--- src/rtl/ps2_host_tx.sv ---
// PS/2 host-to-device transmitter: inhibit, request-to-send, clock out
// one command byte with odd parity, then check the device ACK.
module ps2_host_tx #(
  parameter int unsigned INHIBIT_CYCLES = 5000,
  parameter int unsigned REQ_CYCLES     = 50,
  parameter int unsigned START_TIMEOUT  = 750000,
  parameter int unsigned XFER_TIMEOUT   = 100000
) (
  input  logic       Clk,
  input  logic       reset,
  input  logic [7:0] tx_data,
  input  logic       tx_valid,
  output logic       tx_ready,
  input  logic       psClk_in,
  input  logic       psData_in,
  output logic       psClk_oe,
  output logic       psData_oe,
  output logic       busy,
  output logic       done,
  output logic       error,
  output logic [1:0] err_code
);

  typedef enum logic [3:0] {
    IDLE,
    INHIBIT,
    REQ,
    WAIT_START,
    SEND,
    ACK,
    WAIT_REL,
    DONE,
    ABORT
  } state_e;

  localparam logic [19:0] TMR_MAX = 20'hFFFFF;

  state_e      state_q, state_d;
  logic [19:0] tmr_q, tmr_d;
  logic [19:0] tmr_inc;
  logic [31:0] tmr_n;
  logic [3:0]  bitcnt_q, bitcnt_d;
  logic [9:0]  shreg_q, shreg_d;
  logic        data_oe_q, data_oe_d;
  logic [1:0]  err_code_q, err_code_d;
  logic        clk_oe_q;
  logic        busy_q;
  logic        tx_ready_q;
  logic        done_q;
  logic        error_q;

  logic clk_s1_q, clk_s2_q, clk_s3_q;
  logic data_s1_q, data_s2_q;
  logic fall;

  // Syncs idle high so reset never fabricates a falling edge.
  always_ff @(posedge Clk) begin
    if (reset) begin
      clk_s1_q  <= 1'b1;
      clk_s2_q  <= 1'b1;
      clk_s3_q  <= 1'b1;
      data_s1_q <= 1'b1;
      data_s2_q <= 1'b1;
    end else begin
      clk_s1_q  <= psClk_in;
      clk_s2_q  <= clk_s1_q;
      clk_s3_q  <= clk_s2_q;
      data_s1_q <= psData_in;
      data_s2_q <= data_s1_q;
    end
  end

  assign fall    = clk_s3_q & ~clk_s2_q;
  assign tmr_inc = (tmr_q == TMR_MAX) ? tmr_q : tmr_q + 20'd1;
  assign tmr_n   = 32'(tmr_q) + 32'd1;

  always_comb begin
    state_d    = state_q;
    tmr_d      = tmr_q;
    bitcnt_d   = bitcnt_q;
    shreg_d    = shreg_q;
    data_oe_d  = data_oe_q;
    err_code_d = err_code_q;
    unique case (state_q)
      IDLE: begin
        tmr_d = '0;
        if (tx_valid && tx_ready_q) begin
          shreg_d  = {1'b1, ~^tx_data, tx_data};
          bitcnt_d = '0;
          state_d  = INHIBIT;
        end
      end
      INHIBIT: begin
        if (tmr_n >= INHIBIT_CYCLES) begin
          tmr_d   = '0;
          state_d = REQ;
        end else begin
          tmr_d = tmr_inc;
        end
      end
      REQ: begin
        if (tmr_n >= REQ_CYCLES) begin
          tmr_d   = '0;
          state_d = WAIT_START;
        end else begin
          tmr_d = tmr_inc;
        end
      end
      WAIT_START: begin
        if (fall) begin
          data_oe_d = ~shreg_q[0];
          shreg_d   = shreg_q >> 1;
          bitcnt_d  = 4'd1;
          tmr_d     = '0;
          state_d   = SEND;
        end else if (tmr_n >= START_TIMEOUT) begin
          err_code_d = 2'b01;
          state_d    = ABORT;
        end else begin
          tmr_d = tmr_inc;
        end
      end
      SEND: begin
        if (tmr_n >= XFER_TIMEOUT) begin
          err_code_d = 2'b10;
          state_d    = ABORT;
        end else begin
          tmr_d = tmr_inc;
          if (fall) begin
            data_oe_d = ~shreg_q[0];
            shreg_d   = shreg_q >> 1;
            bitcnt_d  = bitcnt_q + 4'd1;
            if (bitcnt_q == 4'd9) state_d = ACK;
          end
        end
      end
      ACK: begin
        if (tmr_n >= XFER_TIMEOUT) begin
          err_code_d = 2'b10;
          state_d    = ABORT;
        end else begin
          tmr_d = tmr_inc;
          if (fall) begin
            if (!data_s2_q) begin
              state_d = WAIT_REL;
            end else begin
              err_code_d = 2'b11;
              state_d    = ABORT;
            end
          end
        end
      end
      WAIT_REL: begin
        if (tmr_n >= XFER_TIMEOUT) begin
          err_code_d = 2'b11;
          state_d    = ABORT;
        end else begin
          tmr_d = tmr_inc;
          if (clk_s2_q && data_s2_q) state_d = DONE;
        end
      end
      DONE:    state_d = IDLE;
      ABORT:   state_d = IDLE;
      default: state_d = IDLE;
    endcase
    // Data line is ours only from the start bit through the stop bit.
    if (state_d inside {IDLE, INHIBIT, WAIT_REL, DONE, ABORT})
      data_oe_d = 1'b0;
    else if (state_d == REQ)
      data_oe_d = 1'b1;
  end

  always_ff @(posedge Clk) begin
    if (reset) begin
      state_q    <= IDLE;
      tmr_q      <= '0;
      bitcnt_q   <= '0;
      shreg_q    <= '0;
      data_oe_q  <= 1'b0;
      clk_oe_q   <= 1'b0;
      busy_q     <= 1'b0;
      tx_ready_q <= 1'b1;
      done_q     <= 1'b0;
      error_q    <= 1'b0;
      err_code_q <= 2'b00;
    end else begin
      state_q    <= state_d;
      tmr_q      <= tmr_d;
      bitcnt_q   <= bitcnt_d;
      shreg_q    <= shreg_d;
      data_oe_q  <= data_oe_d;
      clk_oe_q   <= (state_d == INHIBIT) || (state_d == REQ);
      busy_q     <= (state_d != IDLE);
      tx_ready_q <= (state_d == IDLE);
      done_q     <= (state_d == DONE);
      error_q    <= (state_d == ABORT);
      err_code_q <= err_code_d;
    end
  end

  assign tx_ready  = tx_ready_q;
  assign psClk_oe  = clk_oe_q;
  assign psData_oe = data_oe_q;
  assign busy      = busy_q;
  assign done      = done_q;
  assign error     = error_q;
  assign err_code  = err_code_q;

endmodule

--- config.mk ---
export PLATFORM = sky130hd
export DESIGN_NAME = ps2_host_tx
export DESIGN_NICKNAME = d
export VERILOG_FILES = /design/src/rtl/ps2_host_tx.sv
export SDC_FILE = /design/constraint.sdc
export NUM_CORES = 1
export LEC_CHECK = 0
export ABC_AREA = 1
export BUFFER_PORTS_ARGS = -buffer_cell sky130_fd_sc_hd__buf_2
export CAP_MARGIN = 10
export CORE_AREA = 2 2 74 93
export DETAILED_ROUTE_END_ITERATION = 7
export DIE_AREA = 0 0 76 95
export GPL_TIMING_DRIVEN = 0
export PLACE_DENSITY = 0.72
export SYNTH_ARGS = -nofsm -noshare
export SYNTH_HDL_FRONTEND = slang
export SYNTH_SLANG_ARGS = --single-unit
--- constraint.sdc ---
create_clock -name Clk -period 3.75 [get_ports Clk]
set_input_delay 0.375 -clock Clk [delete_from_list [all_inputs] [get_ports Clk]]
set_output_delay 0.375 -clock Clk [all_outputs]
set_load 0.02 [all_outputs]
==> results by group <==
Die
  • Total Die Area: 7220 um2
  • Initial Util: 0.530
  • Core Area: 6400 um2
  • Die X: around 76 um
  • # IOs: 21
  • Rows: 33
  • Die height: ~95 um

Clock network
  • Post_cts resized: 0
  • Clock transition at the registers of the reported paths: roughly 0.1 ns
  • Clk Latency, worst-skew pair: approximately 0.32 ns
  • Number of setup buffers added after CTS: 0
  • CTS tree: built
  • CTS Buffer Depth: 2
  • H-tree depth: 2
  • Num CTS Buffers: 5
  • Clk sink count: 51
  • Root Buffer: clkbuf_8
  • CTS Hold Bufs: 0

Timing
  • Slew margin rel.: 0.576
  • Max Fclk: between 300 and 400 MHz
  • Final Max Slew Viols: 0
  • RSZ-0062 raised after global routing: no
  • Period utilization: 0.757
  • Setup Total Neg Slack: 0 ns
  • Hold Violations, Final: 0
  • Setup violators final: 0
  • Clk_skew: around 0.0079 ns
  • Fin crit period: 2.84 ns
  • Worst Tran Pin Value: approximately 0.64 ns

Setup path
  • Max FO, Critical Path: 10
  • R2R Path End: tmr_q[1]
  • Critical path's largest stage delay: ~0.31 ns
  • R2R depth: 17
  • Start of the worst register-to-register path: tmr_q[2]
  • Crit end category: register
  • Worst R2R Setup Slack: around 0.91 ns
  • Cell-by-cell trace of the critical path: buf_2 -> nand2_1 -> nor2_4 -> nand2_1 -> nor2_1 -> nand2_1 -> xor2_2 -> nand3_1 -> nor2_1 -> nand2_1 -> nand2_1 -> nand2_2 -> nand2_4 -> inv_4 -> buf_6 -> o21ai_0 -> nor2_1
  • Crit path kind: reg2reg
  • Critical path's slowest cell: dfxtp_1
  • Most frequent cell on the critical path: nand2_1
  • Startpoint Class: register
  • Worst path required time: 3.94 ns
  • Worst Path Arrival: ~3.0 ns

Drt
  • WL final: about 9 mm
  • Pre-antenna DRT Iters: 4
  • Drt initial violations: between 150 and 200
  • Drt drc: 0
  • Antenna Nets Post-Route: 0
  • Via Count: 3,386
  • Routed vias/inst: 5.25
  • WL/cell: 13.8 um

Global route
  • Vias in the first global route: about 3,200
  • Largest net degree at the start of global routing: 19
  • GRT Total Usage: 0.253
  • Initial antenna violation count: 0
  • Global-route wire length before repair: approximately 15 mm
  • GRT overflow: 0

Hold path
  • Hold path depth: 2
  • Hold_sp: psClk_in
  • Hold crit path type: in2reg
  • Hold worst-path end: clk_s1_q

Finish
  • Share of layout cells above drive strength 1: 0.140
  • Layout area overhead: 8.96%
  • Antenna cells: 0
  • # nets final: around 570
  • Core Util, Final: 0.578

Yosys
  • Yosys top cell area share: 0.301
  • Syn_nets: about 550
  • Post-synth top area cell: dfxtp_1
  • Commonest register cell after synthesis: dfxtp_1
  • Sequential share of the synthesized area: 0.301
  • Cell variety after synth: a little over 40
  • Ys async rst share: 0
  • Main area contributors after synthesis: dfxtp_1 30%, nand2_1 17%, nor2_1 7.1%
  • FF+latch count, synth: slightly above 50
  • Number of flops mapped to enable cells by yosys: 0
  • Ys Warns: 0
  • Post-Syn Area: ~3400 um2
  • Post-synth top cells: 152 x nand2_1, 64 x nor2_1, 54 x inv_1
  • Most frequent cell after synthesis: nand2_1
  • Gate Count Post-Synth: 530
  • Post-Syn Area per Cell: between 6 and 7 um2

Power and ir drop
  • Pwr Density: 277 nW/um2
  • Leak: about 1.7 nW
  • Worst vdd ir: 0.222 mV

Flow run
  • Max cap viols: 0

Place
  • Routability cong.: about 0.94
  • DP HPWL: just under 7 mm
  • Port bufs: 20

Status
  • Outcome: finished clean
## cell usage in the layout (no fill, tap or decap), types with 2 or more instances in the layout
cell type,count
nand2_4,5
ha_1,3
nor3_1,9
nor2_1,64
inv_6,2
nand2_2,5
nor2_4,6
xor2_1,4
o21ai_1,4
o21ai_0,30
a31oi_1,11
or2_2,5
nand3_1,33
buf_2,24
inv_2,2
dfxtp_1,51
o21ai_2,2
o211ai_1,2
o21bai_1,2
a21oi_1,29
nor2_2,9
buf_6,3
nand2_1,152
inv_1,54
nand4_1,11
nand3b_1,5
clkbuf_1,6
xnor2_1,5
clkbuf_8,5
## power by group
group | total [mW] | switching (mW) | internal (mW)
combinational | 0.109 | 0.0702 | 0.0385
clock | 0.346 | 0.208 | 0.138
sequential | 0.572 | 0.0107 | 0.561
## stage by stage
stage,power [mW],cells,instance area [um2],setup slack (ns),hold slack [ns]
2_1_floorplan,0.657,530,3390,1.49,0.389
3_3_place_gp,0.689,637,3600,0.941,0.391
3_5_place_dp,0.692,637,3600,0.927,0.408
4_1_cts,1.03,645,3700,0.905,0.239
5_1_grt,1.06,645,3700,0.549,0.234
6_report,1.03,645,3700,0.911,0.241
## logic make-up after synthesis
family | after synthesis | share of synthesized area
flip-flops | 51 | 0.301
XOR/XNOR | 11 | 0.0361
AND/OR/NAND/NOR | 309 | 0.424
AO/OA/AOI/OAI | 85 | 0.141
adder cells (fa/ha/maj) | 3 | 0.0111
buffers and inverters | 71 | 0.0874
## flip-flops by register name, indices dropped and copies added (netlist names), 2 cells and up
name	cells
bitcnt_q	4
shreg_q	10
err_code	2
tmr_q	20
state_q	4
## worst max-delay path, delay by kind of cell (launching register included)
kind,cells,cell delay (ns)
compound gates,1,0.15
xor+xnor,1,0.27
flops,1,0.31
buf+inv,3,0.38
simple gates,12,1.61
## final cells by class
cell class                      instances  area (um2)
Fill cell                             645        2700
Multi-Input combinational cell        408        2080
Sequential cell                        51        1020
Inverter                               58         220
Tap cell                               87         109
Timing Repair Buffer                   20         100
Buffer                                 13        76.3
Clock buffer                            5        68.8
Clock inverter                          3        26.3
## layer usage
layer  part of all wire  vias to the layer above  track usage  wire length (um)
li1                   -                     1768            -                 -
met3              0.048                       13       0.0249               426
met2               0.51                       73        0.487              4520
met1               0.42                     1532        0.281              3730
met4              0.021                        0        0.118               187
met5                  0                        -            0                 0
## worst max-delay path by stage
| stage | start | end | slack (ns) | depth (start not counted) |
|---|---|---|---|---|
| after global placement | tmr_q[0] | psData_oe | 0.94 | 18 |
| final | tmr_q[2] | tmr_q[1] | 0.91 | 17 |
| after detailed placement | tmr_q[2] | tmr_q[1] | 0.93 | 17 |
| after CTS | tmr_q[2] | tmr_q[6] | 0.90 | 18 |
| after global routing | tmr_q[0] | psData_oe | 0.55 | 16 |
| after floorplan | tmr_q[0] | psData_oe | 1.49 | 17 |
(Power assumes the default switching activity.)
